## src/rtl/dmem_arbiter.sv

```systemverilog
// Round-robin arbiter sharing one single-port data memory between the
// processor load/store path (port 0) and a DMA/debug loader (port 1).
module dmem_arbiter #(
  parameter int ADDR_W = 10,
  parameter int DATA_W = 16
) (
  input  logic              clk,
  input  logic              rst,
  input  logic              req0,
  input  logic              req1,
  input  logic              we0,
  input  logic              we1,
  input  logic [ADDR_W-1:0] adr0,
  input  logic [ADDR_W-1:0] adr1,
  input  logic [DATA_W-1:0] wdata0,
  input  logic [DATA_W-1:0] wdata1,
  output logic              ack0,
  output logic              ack1,
  output logic [DATA_W-1:0] rdata0,
  output logic [DATA_W-1:0] rdata1,
  output logic              gnt_id,
  output logic              busy,
  output logic [ADDR_W-1:0] mem_adr,
  output logic              mem_read,
  output logic              mem_write,
  output logic [DATA_W-1:0] mem_wdata,
  input  logic [DATA_W-1:0] mem_data
);

  typedef enum logic [1:0] {
    IDLE   = 2'd0,
    ACCESS = 2'd1,
    ACK    = 2'd2
  } state_t;

  state_t state;
  logic   last;
  logic   we_q;
  logic   pick1;

  // Port 1 wins if it is the only requester, or on a tie when port 0 went last.
  assign pick1 = req1 & (~req0 | ~last);

  // Strobes are gated with rst so a reset edge landing on ACCESS never commits a write.
  assign mem_read  = (state == ACCESS) & ~we_q & ~rst;
  assign mem_write = (state == ACCESS) &  we_q & ~rst;

  // NOTE: every register here is updated with <= so all of them see the
  // pre-edge values of state, gnt_id and we_q regardless of statement order.
  always_ff @(posedge clk) begin
    if (rst) begin
      state     <= IDLE;
      last      <= 1'b1;
      we_q      <= 1'b0;
      gnt_id    <= 1'b0;
      busy      <= 1'b0;
      ack0      <= 1'b0;
      ack1      <= 1'b0;
      rdata0    <= '0;
      rdata1    <= '0;
      mem_adr   <= '0;
      mem_wdata <= '0;
    end else begin
      ack0 <= 1'b0;
      ack1 <= 1'b0;
      case (state)
        IDLE: begin
          if (req0 | req1) begin
            gnt_id    <= pick1;
            last      <= pick1;
            we_q      <= pick1 ? we1    : we0;
            mem_adr   <= pick1 ? adr1   : adr0;
            mem_wdata <= pick1 ? wdata1 : wdata0;
            busy      <= 1'b1;
            state     <= ACCESS;
          end
        end
        ACCESS: begin
          if (!we_q) begin
            if (gnt_id) rdata1 <= mem_data;
            else        rdata0 <= mem_data;
          end
          ack0  <= ~gnt_id;
          ack1  <=  gnt_id;
          state <= ACK;
        end
        ACK: begin
          busy  <= 1'b0;
          state <= IDLE;
        end
        default: begin
          busy  <= 1'b0;
          state <= IDLE;
        end
      endcase
    end
  end

endmodule

```

## config.mk

```make
export PLATFORM = sky130hd
export DESIGN_NAME = dmem_arbiter
export DESIGN_NICKNAME = d
export VERILOG_FILES = /design/src/rtl/dmem_arbiter.sv
export SDC_FILE = /design/constraint.sdc
export NUM_CORES = 1
export LEC_CHECK = 0
export BUFFER_PORTS_ARGS = -buffer_cell sky130_fd_sc_hd__buf_4
export CORE_MARGIN = 3
export CORE_UTILIZATION = 43
export CTS_CLUSTER_DIAMETER = 150
export DETAILED_ROUTE_END_ITERATION = 6
export GPL_TIMING_DRIVEN = 1
export HOLD_SLACK_MARGIN = 0.02
export PLACE_DENSITY = 0.77
export SYNTH_ARGS = -nofsm -noshare
export SYNTH_HDL_FRONTEND = slang
export SYNTH_SLANG_ARGS = --single-unit
```

## constraint.sdc

```tcl
create_clock -name clk -period 2.7 [get_ports clk]
set_clock_uncertainty 0.15 [all_clocks]
set_input_delay 0.135 -clock clk [delete_from_list [all_inputs] [get_ports clk]]
set_output_delay 0.135 -clock clk [all_outputs]
set_load 0.03 [all_outputs]
```

==> summary.log <==
qor: logic_synthesis.post_synth_design_cell_area 0.002631 sq mm
qor: route.dr_pass1_iterations 4
qor: sta.tns 0 ns
qor: clock_tree.ctsHoldBuffers 71
qor: floorplanning.fp.dieW 84.23 um
qor: finish.final_core_util 79.22%
qor: power.total_leakage_power 2.028 nW
qor: route.routed_wire_length_per_instance 15.47 um
qor: placed_design.dp_hpwl 5408 um
qor: sta.clock.fmax 0.4350 GHz
qor: sta.number_of_setup_violations_in_the_final_report 0
qor: clock_tree.post_cts_buffers 0
qor: min_path.holdPathStages 3
qor: min_path.hold_path_startpoint req1
qor: clock_tree.cts_buffer_depth 2
qor: power.power_density 559.2 mW/mm^2
qor: grt.global_route_wire_length_before_repair 15440 um
qor: route.drtAntennaViolNets 0
qor: critical_path.path_buf_inv 4
qor: status.run_status complete, no violations
qor: route.detail_route.drc_violations 0
qor: critical_path.reg2reg_setup_slack 0.53 ns
qor: floorplanning.ios 138
qor: grt.maximum_number_of_pins_on_one_net_before_global_route_repair 65
qor: clock_tree.cts_resized 0
qor: critical_path.cp_slowest_stage_delay 0.60 ns
qor: clock_tree.cts_tree yes
qor: critical_path.crit_chain dlygate4sd3_1, buf_4, or2_0, and2_1, buf_4, a311oi_1, dlygate4sd3_1
qor: placed_design.place.port_buffers 137
qor: critical_path.path_max_fanout 21
qor: logic_synthesis.synth_cell_type_count 23
qor: grt.groute.usage.overall 26.64%
qor: route.drtIter0Drc 135
qor: grt.grt_pass1_vias 3317
qor: floorplanning.floorplan.die.height 84.23 um
qor: logic_synthesis.synth-seq-area-share 50.21%
qor: finish.areaGrowthSynthToFinish 71.90%
qor: critical_path.r2r_end mem_adr[2]
qor: clock_tree.clock_insertion_delay_worst_skew 0.32 ns
qor: floorplanning.fp.coreArea 0.005709 sq mm
qor: sta.max-slew-margin-rel 42.75%
qor: min_path.end_of_the_worst_hold_path last
qor: critical_path.worstSetupStartpointType primary input
qor: critical_path.timing.critical_path.required 2.82 ns
qor: sta.final.min_clock_period 2.299 ns
qor: logic_synthesis.count_of_warnings_emitted_by_yosys 0
qor: finish.area_taken_by_multi_input_logic_gates 0.001159 sq mm
qor: route.detailroute.via_count 3128
qor: placed_design.gp_congestion 0.7443
qor: finish.layout_cells_sized_above_1 31.17%
qor: finish.ff_latch_area 0.001321 sq mm
qor: floorplanning.initial_core_util 46.09%
qor: logic_synthesis.synthesis.instances 323
qor: critical_path.worst_setup_path_end_kind register
qor: finish.final_cell_mix sky130_fd_sc_hd__buf_4 (142), sky130_fd_sc_hd__nand2_1 (121), sky130_fd_sc_hd__dlygate4sd3_1 (71), sky130_fd_sc_hd__dfxtp_1 (66), sky130_fd_sc_hd__a21oi_1 (61)
qor: critical_path.slowest_stage sky130_fd_sc_hd__dlygate4sd3_1
qor: clock_tree.ctsHtreeMaxLevel 3
qor: sta.timing.final.hold_violations 0
qor: logic_synthesis.synth_fp_nets 397
qor: critical_path.worst-r2r-cell-count 4
qor: min_path.hp-class in2reg
qor: route.totalWireLength 9219 um
qor: sta.grt_setup_unrepaired no
qor: logic_synthesis.ys_seq_elements 66
qor: sta.number_of_max_slew_violations_in_the_final_report 0
qor: critical_path.critPathArrivalTime 2.42 ns
qor: critical_path.critical_path.top_delay_family buffers and inverters
qor: finish.layout_commonest_cell sky130_fd_sc_hd__buf_4
qor: clock_tree.root_buffer sky130_fd_sc_hd__clkbuf_8
qor: floorplanning.core.rowCount 27
qor: run.timing.max_cap.violations 0
qor: finish.layout.nets 593
qor: critical_path.r2r_start last
qor: sta.tightest_slew 0.8551 ns
qor: grt.globalRouteOverflowTotal 0
qor: floorplanning.floorplan.die_area 0.007094 sq mm
qor: finish.num-fill-cells 382
qor: clock_tree.cts_sinks 66
qor: critical_path.timing.setup.critical_path_class in2reg
qor: clock_tree.clk_pin_slew 0.07 ns
qor: logic_synthesis.post_synth.cell_area_avg 8.146 sq um
qor: power.ir_drop 0.3290 mV
qor: sta.min_period_over_period 85.15%
qor: grt.antenna_found_initial 0
qor: clock_tree.cts_inserted_buffers 9
qor: route.vias_per_cell 5.248
stage by stage:
stage	area [sq um]	hold WS, ns	setup slack, ns	instances	power (mW)
after global routing	4521	0.05175	0.3350	595	2.648
after global placement	3640	0.2415	0.9994	509	1.673
final	4523	0.04782	0.4009	596	2.529
after detailed placement	3640	0.2509	0.9631	509	1.683
after floorplan	2631	0.1210	1.080	323	1.450
after CTS	4521	0.02699	0.4714	595	2.523
cell usage after synthesis:
cell | number | area [sq um]
sky130_fd_sc_hd__inv_1 | 1 | 3.750
sky130_fd_sc_hd__nand2b_1 | 1 | 6.260
sky130_fd_sc_hd__nand4bb_1 | 1 | 11.26
sky130_fd_sc_hd__and2_1 | 3 | 18.77
sky130_fd_sc_hd__or4b_1 | 1 | 10.01
sky130_fd_sc_hd__or3b_2 | 1 | 8.760
sky130_fd_sc_hd__or2_0 | 1 | 6.260
sky130_fd_sc_hd__a21bo_2 | 2 | 20.02
sky130_fd_sc_hd__clkbuf_2 | 1 | 5.000
sky130_fd_sc_hd__and4bb_2 | 1 | 12.51
sky130_fd_sc_hd__clkbuf_1 | 9 | 33.78
sky130_fd_sc_hd__nand2_1 | 121 | 454.2
sky130_fd_sc_hd__buf_2 | 14 | 70.07
sky130_fd_sc_hd__nor4b_4 | 1 | 23.77
sky130_fd_sc_hd__a21oi_1 | 61 | 305.3
sky130_fd_sc_hd__a21boi_2 | 1 | 11.26
sky130_fd_sc_hd__nor2b_1 | 1 | 6.260
sky130_fd_sc_hd__a311oi_1 | 27 | 236.5
sky130_fd_sc_hd__nor2_1 | 4 | 15.01
sky130_fd_sc_hd__dfxtp_1 | 66 | 1321
sky130_fd_sc_hd__buf_6 | 3 | 33.78
sky130_fd_sc_hd__a221o_1 | 1 | 10.01
sky130_fd_sc_hd__buf_4 | 1 | 7.510
kinds of logic (layout without fill, tap and decap cells):
kind of cell | Yosys count | count (layout) | share of synthesized area [%]
compound gates | 92 | 92 | 22.16
buf+inv | 29 | 229 | 5.848
flops | 66 | 66 | 50.21
other cells | 0 | 1 | 0
simple gates | 136 | 136 | 21.78
sequential cells by signal (all words and copies together) (netlist names):
signal     cells
last           1
mem_wdata     16
ack1           1
state          2
rdata0        16
gnt_id         1
busy           1
mem_adr       10
ack0           1
we_q           1
rdata1        16
per-layer routing:
| layer | up-vias | share of wire [%] | GRT usage (%) |
|---|---|---|---|
| li1 | 1502 | - | - |
| met1 | 1467 | 37 | 28.54 |
| met2 | 126 | 53 | 47.92 |
| met3 | 33 | 5.9 | 5.692 |
| met4 | 0 | 4.1 | 15.50 |
| met5 | - | 0 | 0 |
worst max path at each step:
stage / startpoint / end / slack (ns) / depth (start not counted)
final: req0 / mem_wdata[6] / 0.40 / 7
after global routing: req0 / mem_wdata[5] / 0.34 / 7
after CTS: req0 / mem_adr[6] / 0.47 / 7
after detailed placement: we_q / rdata0[15] / 0.96 / 3
after global placement: we_q / rdata0[5] / 1.0 / 3
after floorplan: gnt_id / rdata0[4] / 1.08 / 5
report_power, final:
group / total, mW / internal (mW) / leakage, nW / switching (mW)
Sequential: 1.10 / 1.05 / 0.541 / 0.0508
Combinational: 0.697 / 0.329 / 1.39 / 0.368
Clock: 0.734 / 0.374 / 0.0920 / 0.360
worst reg2reg max path, delay by kind of cell, from the launching register on:
family | cells | cell delay, ns
DFF | 1 | 0.39
AOI/OAI and AO/OA | 2 | 0.83
buffers and inverters | 1 | 0.60
and+or+nand+nor | 1 | 0.15
final cells by class:
cell class                      instances  area share [%]
Antenna cell                            1         0.05533
Sequential cell                        66           29.21
Tap cell                               72           1.992
Clock inverter                          3          0.3320
Inverter                                1         0.08299
Clock buffer                           12           3.430
Timing Repair Buffer                  213           39.28
Multi-Input combinational cell        228           25.62
Note: power is estimated with default switching activity, not from simulation.
